File: config.mk
export PLATFORM = sky130hd
export DESIGN_NAME = collision_tracker
export DESIGN_NICKNAME = d
export VERILOG_FILES = /design/src/rtl/collision_tracker_pkg.sv /design/src/rtl/frame_overlap_counter.sv /design/src/rtl/collision_tracker.sv
export SDC_FILE = /design/constraint.sdc
export NUM_CORES = 1
export LEC_CHECK = 0
export ABC_AREA = 1
export CAP_MARGIN = 25
export CORE_AREA = 3 3 74 76
export DETAILED_ROUTE_END_ITERATION = 8
export DIE_AREA = 0 0 77 79
export PLACE_DENSITY = 0.66
export SYNTH_ARGS = -nofsm -noshare
export SYNTH_HDL_FRONTEND = slang
export SYNTH_SLANG_ARGS = --single-unit
export TNS_END_PERCENT = 10
File: constraint.sdc
create_clock -name clk -period 2.2 [get_ports clk]
set_clock_uncertainty 0.15 [all_clocks]
set_input_delay 0.55 -clock clk [delete_from_list [all_inputs] [get_ports clk]]
set_output_delay 0.55 -clock clk [all_outputs]
set_load 0.03 [all_outputs]
File: src/rtl/collision_tracker_pkg.sv
// Shared definitions for the collision tracker: state encodings, widths and defaults.
package collision_tracker_pkg;

   localparam int unsigned STATE_W = 2;
   localparam int unsigned OVL_W   = 4;
   localparam int unsigned INV_W   = 8;
   localparam int unsigned LIVES_W = 2;

   localparam logic [STATE_W-1:0] ST_PLAY   = 2'd0;
   localparam logic [STATE_W-1:0] ST_INVULN = 2'd1;
   localparam logic [STATE_W-1:0] ST_OVER   = 2'd2;

   localparam int unsigned LIVES_INIT_DEF    = 3;
   localparam int unsigned INVULN_FRAMES_DEF = 90;
   localparam int unsigned MIN_OVERLAP_DEF   = 4;
   localparam int unsigned SCORE_W_DEF       = 16;

   // Saturating increment for the per-frame overlap count.
   function automatic logic [OVL_W-1:0] ovl_sat_inc(input logic [OVL_W-1:0] v);
      return (v == {OVL_W{1'b1}}) ? v : v + OVL_W'(1);
   endfunction

endpackage

File: src/rtl/frame_overlap_counter.sv
// Counts meteor/player overlap pixels within the current frame, saturating.
module frame_overlap_counter
   import collision_tracker_pkg::*;
(
   input  logic             clk,
   input  logic             reset,
   input  logic             frame_start,
   input  logic             hit_px,
   output logic [OVL_W-1:0] ovl_cnt
);

   // The frame_start pixel already belongs to the new frame.
   always_ff @(posedge clk or posedge reset) begin
      if (reset) begin
         ovl_cnt <= '0;
      end else if (frame_start) begin
         ovl_cnt <= OVL_W'(hit_px);
      end else if (hit_px) begin
         ovl_cnt <= ovl_sat_inc(ovl_cnt);
      end
   end

endmodule

File: src/rtl/collision_tracker.sv
// Per-frame hit decision, lives, invulnerability window, survival score and game over.
module collision_tracker
   import collision_tracker_pkg::*;
#(
   parameter int unsigned LIVES_INIT    = LIVES_INIT_DEF,
   parameter int unsigned INVULN_FRAMES = INVULN_FRAMES_DEF,
   parameter int unsigned MIN_OVERLAP   = MIN_OVERLAP_DEF,
   parameter int unsigned SCORE_W       = SCORE_W_DEF
) (
   input  logic               clk,
   input  logic               reset,
   input  logic               frame_start,
   input  logic               video_active,
   input  logic               meteor_on,
   input  logic               player_on,
   input  logic               restart,
   output logic [LIVES_W-1:0] lives,
   output logic               game_over,
   output logic               invuln,
   output logic               hit_flash,
   output logic               collision_pulse,
   output logic [SCORE_W-1:0] score
);

   logic               hit_px_c;
   logic [OVL_W-1:0]   ovl_cnt;
   logic               frame_hit_c;
   logic               restart_q;
   logic               rst_req;
   logic               rst_req_next;
   logic [STATE_W-1:0] state;
   logic [STATE_W-1:0] state_next;
   logic [LIVES_W-1:0] lives_next;
   logic [INV_W-1:0]   inv_cnt;
   logic [INV_W-1:0]   inv_cnt_next;
   logic [SCORE_W-1:0] score_next;
   logic               pulse_next;

   assign hit_px_c    = video_active & meteor_on & player_on;
   assign frame_hit_c = (ovl_cnt >= OVL_W'(MIN_OVERLAP));

   frame_overlap_counter u_ovl (
      .clk         (clk),
      .reset       (reset),
      .frame_start (frame_start),
      .hit_px      (hit_px_c),
      .ovl_cnt     (ovl_cnt)
   );

   // A restart edge arriving on a frame_start cycle waits for the following frame.
   assign rst_req_next = (restart & ~restart_q) | (rst_req & ~frame_start);

   always_ff @(posedge clk or posedge reset) begin
      if (reset) begin
         restart_q <= 1'b0;
         rst_req   <= 1'b0;
      end else begin
         restart_q <= restart;
         rst_req   <= rst_req_next;
      end
   end

   // Next-state logic: everything game-related moves only on frame_start.
   always_comb begin
      state_next   = state;
      lives_next   = lives;
      inv_cnt_next = inv_cnt;
      score_next   = score;
      pulse_next   = 1'b0;
      if (frame_start) begin
         if (rst_req) begin
            state_next   = ST_PLAY;
            lives_next   = LIVES_W'(LIVES_INIT);
            inv_cnt_next = '0;
            score_next   = '0;
         end else begin
            if ((state != ST_OVER) && (score != {SCORE_W{1'b1}})) begin
               score_next = score + SCORE_W'(1);
            end
            case (state)
               ST_PLAY: begin
                  if (frame_hit_c) begin
                     pulse_next = 1'b1;
                     if (lives <= LIVES_W'(1)) begin
                        state_next = ST_OVER;
                        lives_next = '0;
                     end else begin
                        state_next   = ST_INVULN;
                        lives_next   = lives - LIVES_W'(1);
                        inv_cnt_next = INV_W'(INVULN_FRAMES);
                     end
                  end
               end
               ST_INVULN: begin
                  if (inv_cnt <= INV_W'(1)) begin
                     state_next   = ST_PLAY;
                     inv_cnt_next = '0;
                  end else begin
                     inv_cnt_next = inv_cnt - INV_W'(1);
                  end
               end
               ST_OVER: begin
                  state_next = ST_OVER;
               end
               default: begin
                  state_next   = ST_PLAY;
                  inv_cnt_next = '0;
               end
            endcase
         end
      end
   end

   always_ff @(posedge clk or posedge reset) begin
      if (reset) begin
         state           <= ST_PLAY;
         lives           <= LIVES_W'(LIVES_INIT);
         inv_cnt         <= '0;
         score           <= '0;
         collision_pulse <= 1'b0;
         game_over       <= 1'b0;
         invuln          <= 1'b0;
         hit_flash       <= 1'b0;
      end else begin
         state           <= state_next;
         lives           <= lives_next;
         inv_cnt         <= inv_cnt_next;
         score           <= score_next;
         collision_pulse <= pulse_next;
         game_over       <= (state_next == ST_OVER);
         invuln          <= (state_next == ST_INVULN);
         hit_flash       <= (state_next == ST_INVULN) & inv_cnt_next[3];
      end
   end

endmodule

# Yosys cells after proc, flatten, opt, wreduce, memory -nomap -nowiden
# Cells that the tools add are included.
dict set report word_totals {
  out_inout_bits 22
  regBits 38
}
dict set report classes {
  bitwise_logic 8
  reduce_logical 10
  n_lt_le_gt_ge 3
  add_sub_neg 4
  n_mux 25
  n_eq_ne 11
}
# op count
set ops {}
lappend ops {{two-way mux 16 bit} 2}
lappend ops {{two-way mux 8 bit} 4}
lappend ops {{case mux 8 bit (3 select lines)} 1}
lappend ops {{two-way mux 2 bit} 9}
lappend ops {{adder 16 x 1 -> 16 bit (second input constant)} 1}
lappend ops {{two-way mux 4 bit} 4}
lappend ops {{!= test 16 bit (second input constant)} 1}
lappend ops {{<= comparator 8 x 1 -> 1 bit (second input constant)} 1}
lappend ops {{nonzero test 2 bit} 4}
lappend ops {{subtractor 8 x 1 -> 8 bit (second input constant)} 1}
lappend ops {{!= test 2 bit (second input constant)} 3}
lappend ops {{!= test 3 bit (second input constant)} 2}
lappend ops {{case mux 2 bit (3 select lines)} 1}
lappend ops {{bitwise AND 1 bit} 5}
lappend ops {{adder 4 x 1 -> 4 bit (second input constant)} 1}
lappend ops {{equality test 2 x 1 -> 1 bit (second input constant)} 2}
lappend ops {{equality test 2 bit (second input constant)} 2}
lappend ops {{equality test 4 bit (second input constant)} 1}
lappend ops {{>= comparator 4 x 3 -> 1 bit (second input constant)} 1}
lappend ops {{two-way mux 1 bit} 4}
lappend ops {{AND reduction 2 bit} 2}
lappend ops {{AND reduction 4 bit} 1}
lappend ops {{AND reduction 3 bit} 1}
lappend ops {{<= comparator 2 x 1 -> 1 bit (second input constant)} 1}
lappend ops {{5 further kinds} 6}

# Longest topological paths before layout
# Gate-level depths: netlist (run 1).
dict set report depth {
  depth_word 8
  depth_mapped 11
  mapped_depth_nobuf 11
}

# Hierarchy
# Synthesis (run 1) repeated with hierarchy kept, for this count alone.
dict set report unflattened {
  hier_cells 329
  area_unflattened_um2 2283.4
}
# module seq_area_each_um2 cells_each area_per_inst_um2 instances
set modules_own_cells {}
lappend modules_own_cells {collision_tracker 853.3 299 2049.5 1}
lappend modules_own_cells {frame_overlap_counter 100.1 30 234.0 1}

# Least setup slack after synthesis (run 1)
# OpenSTA, ideal clock, no wires.
dict set report synth_timing {
  path_type {register to register}
  startpoint {reg score[0]}
  endpoint {reg score[3]}
  setup_time_ns 0.117
  arrival_time_ns 1.627
  setup_slack_ns 0.306
  path_buffers 1
  t_required_ns 1.933
  path_stages_with_launch 10
  path_cell_list {dfrtp_1 ha_1 inv_1 nor2_2 nand2_2 o21ai_2 a21oi_1 buf_2 nand2_1 nand2_1}
}
dict set report synth_between {
  elab_chain_len 4
  word_cells_on_any_way 7
  classes_between {add/sub (1); eq/ne (1); mux (2); reduce/logical (3)}
}
# element line
set synth_lines {}
lappend synth_lines {{start: declaration} collision_tracker.sv:22} ;# output logic [SCORE_W-1:0] score
lappend synth_lines {{start signal: assignment} collision_tracker.sv:128} ;# score <= score_next;
lappend synth_lines {{branches (longest 4 deep; another with adder 16 x 1 -> 16 bit)} n/a}
# Several ways; the timed one is not identified. The select of a mux whose other input is x is not followed.
# A chain may end at the register's enable or synchronous reset.

# Worst setup path in the final report (run 1)
dict set report layout_timing {
  startpoint {reg score[6]}
  endpoint {out score[6]}
}
# No word-level cell between the ends.

==> impl_results.md, run 1 <==
- First-pass GRT wire length: slightly above 9000 um
- Final count of negative-setup-slack endpoints: 0
- Gpl congestion: slightly below 0.9
- FF-to-FF End: score[3]
- Max clock buf depth: 2
- # nets final: approximately 360
- Slew @ Worst Pin: 0.449 ns
- WP buf/inv: 1
- Starting DRT DRC Count: ~100
- Via density: 4.97
- Max Freq: about 0.47 GHz
- GRT Total Usage: roughly a fifth
- Most frequent cells in the layout: nand2_1 (114), nor2_1 (47), dfrtp_1 (36)
- Main synth FF type: dfrtp_1
- PD cells: 635 nW/um^2
- Relative slew slack: a little over two thirds
- Most common cell after layout, fill and taps aside: nand2_1
- Pre-CTS WS: -0.0186 ns
- Asr flop ratio synth: between 90% and 100%
- Hold Path End: rst_req
- Critical-path cell list: clkdlybuf4s50_1
- Final slew viol count: 0
- Tot Pwr: about 1.7 mW
- Clk pwr share: between 30% and 40%
- Run status: complete, no violations
- Syn_area_per_cell: roughly 7 sq um
- Layout fillers: between 400 and 500
- R2R setup slack: approximately 0.33 ns
- Final HPWL from detailed placement: 3750 um
- CTS tree: yes
- Worst r2r src: score[0]
- Total Wirelength: approximately 5000 um
- Hold Path Origin: restart_q
- Number of synthesized flops with an enable pin: 0
- Initial antenna violation count: 0
- Row count: 25
- Cts bufs inserted: 5
- Multi-input logic area: roughly 1100 sq um
- WP data required: ~1.5 ns
- TritonRoute pass-1 iters: 4
- Cells after Synth: roughly 310
- Startpoint types: register
- Syn_nets: between 300 and 400
- GRT Residual Overflow: 0
- IO buf count: 28
- Sequential-to-total area share from yosys stat: 43.3%
- Mapped cell area: around 2200 sq um
- Die Y: around 80 um
- Yosys warning total: 0
- Worst Path Arrival: about 1.5 ns
- Worst R2R Path Depth: 9
- Num ports: 29
- Antenna Cells: 0
- Initial Utilization: 46.0%
- Depth of the CTS H-tree: 2
- Comb power frac: between 20% and 30%
- Storage element area: between 900 and 1000 sq um
- Number of global-route vias before repair: slightly above 2,000
- CP top delay family: buffers and inverters
- Yosys reg bits: 38
- Setup Fix Bufs, Post-CTS: 0
- Wire per inst: 12.1 um
- # clock sinks: 38
- Die ar.: a little over 6000 sq um
- Min setup slack post-route: around 0.054 ns
- Hold Crit Depth: 1
- Crit Path Category: register to output port
- Core Footprint: between 4000 and 5000 sq um
- Routed Antenna Nets: 0
- Largest net degree at the start of global routing: 24
- HP Class: register to register
- Cell variety after synth: 23
- Vias: 2,088
- Root buffer cell: clkbuf_8
- Share of cells above drive strength 1: 6.52%
- Final period util: 97.6%
- Synthesis-to-finish area growth: 23.9%
- Die Span X: approximately 77 um
- Sequential power share: 46.0%
- Later-pin clock latency in the skew report: between 0.2 and 0.3 ns
- # DRC: 0
- Peak VDD IR: between 0.4 and 0.5 mV
- Int Pwr: approximately 1.2 mW
- Hold Fails Final Rpt: 0
- CP Capture Type: output port
- Switch Pwr: 0.514 mW
- Critical path's largest stage delay: just over 0.7 ns
- Post-layout min period: 2.15 ns
- Critical path fanouts, max: 5
- Crit-path slowest cell: clkdlybuf4s50_1
- Sw Ratio: 29.7%
- Max-cap violations: 0
- Clock slew at reported path FFs: ~0.070 ns
- Pleak: 1.47 nW
- RSZ-0062 raised after global routing: false
-- final cells by class --
cell class,count,area share (%)
clock buffer,7,2.80
sequential,38,35.0
timing repair buffer,37,13.4
tap,67,3.08
multi-input combinational,239,40.4
inverter,31,4.27
clock inverter,1,1.10
-- cells in the mapped netlist (4+ instances only) --
master	instances	share of area, %
nor2_1	47	8.0
nand2_1	114	19
nand4_1	12	3.4
a21oi_1	7	1.6
nor3_1	5	1.1
dfrtp_1	36	41
inv_1	31	5.3
ha_1	4	2.3
nand3_1	15	3.4
o21ai_0	13	3.0
xor2_1	7	2.8
o21bai_1	5	1.7
-- sequential cells by signal, indices dropped and copies added (netlist names) --
register and flops:
collision_pulse 1, game_over 1, hit_flash 1, inv_cnt 8, invuln 1, lives 2
restart_q 1, rst_req 1, score 16, state 2, u_ovl.ovl_cnt 4
-- power by group through the flow --
stage	combinational, mW	sequential (mW)	clock (mW)
after floorplan	0.187	0.851	0
after global placement	0.353	0.811	0
after detailed placement	0.358	0.812	0
after CTS	0.352	0.798	0.610
after global routing	0.391	0.806	0.636
final	0.348	0.796	0.588
-- metal layers --
layer  vias to the layer above  global-route usage (%)  part of all wire [%]
met3                         9                    4.65                   4.4
met1                       965                    23.1                    46
met5                         -                       0                     0
met2                        42                    31.2                    48
li1                       1072                       -                     -
met4                         0                    8.54                   1.4
-- per-stage QoR --
| stage | cells | utilization [%] | hold WS [ns] | setup TNS (ns) | cell area (sq um) |
|---|---|---|---|---|---|
| after floorplan | 313 | - | 0.249 | 0 | 2200 |
| after global placement | 412 | 54.4 | 0.257 | 0 | 2600 |
| after detailed placement | 412 | 54.4 | 0.261 | -0.0186 | 2600 |
| after CTS | 420 | 56.5 | 0.271 | 0 | 2710 |
| after global routing | 420 | 56.9 | 0.287 | 0 | 2730 |
| final | 420 | 56.9 | 0.274 | 0 | 2730 |
-- worst max path at each step --
stage	from	end	cells after the start
2_1_floorplan	score[0]	score[3]	9
3_3_place_gp	frame_start	inv_cnt[7]	7
3_5_place_dp	frame_start	inv_cnt[7]	7
4_1_cts	score[3]	score[3]	1
5_1_grt	score[10]	score[10]	1
6_report	score[6]	score[6]	1
-- timing repair --
item,4_1_cts,5_1_grt
endpoints found under the setup margin,3,8
hold buffers,0,0
gates resized for setup,3,8
hold endpoints to repair,0,0
-- kinds of logic (layout without fill, tap and decap cells) --
| group | Yosys count | in the layout | synth area share (%) |
|---|---|---|---|
| buffers and inverters | 36 | 76 | 6.60 |
| DFF | 38 | 38 | 43.3 |
| xor gates and xnor gates | 7 | 7 | 2.79 |
| AOI/OAI and AO/OA | 30 | 30 | 7.91 |
| and+or+nand+nor | 198 | 198 | 37.1 |
| adders and majority gates | 4 | 4 | 2.28 |
(Power assumes the default switching activity.)
==> run 2: changes to the inputs <==
--- a/config.mk
+++ b/config.mk
@@ -8,6 +8,7 @@
 export ABC_AREA = 1
 export CAP_MARGIN = 25
 export CORE_AREA = 3 3 74 76
+export CTS_CLUSTER_SIZE = 30
 export DETAILED_ROUTE_END_ITERATION = 8
 export DIE_AREA = 0 0 77 79
 export PLACE_DENSITY = 0.66
==> results of run 2 <==
Final layout, timing and power as in run 1 (identical DEF).
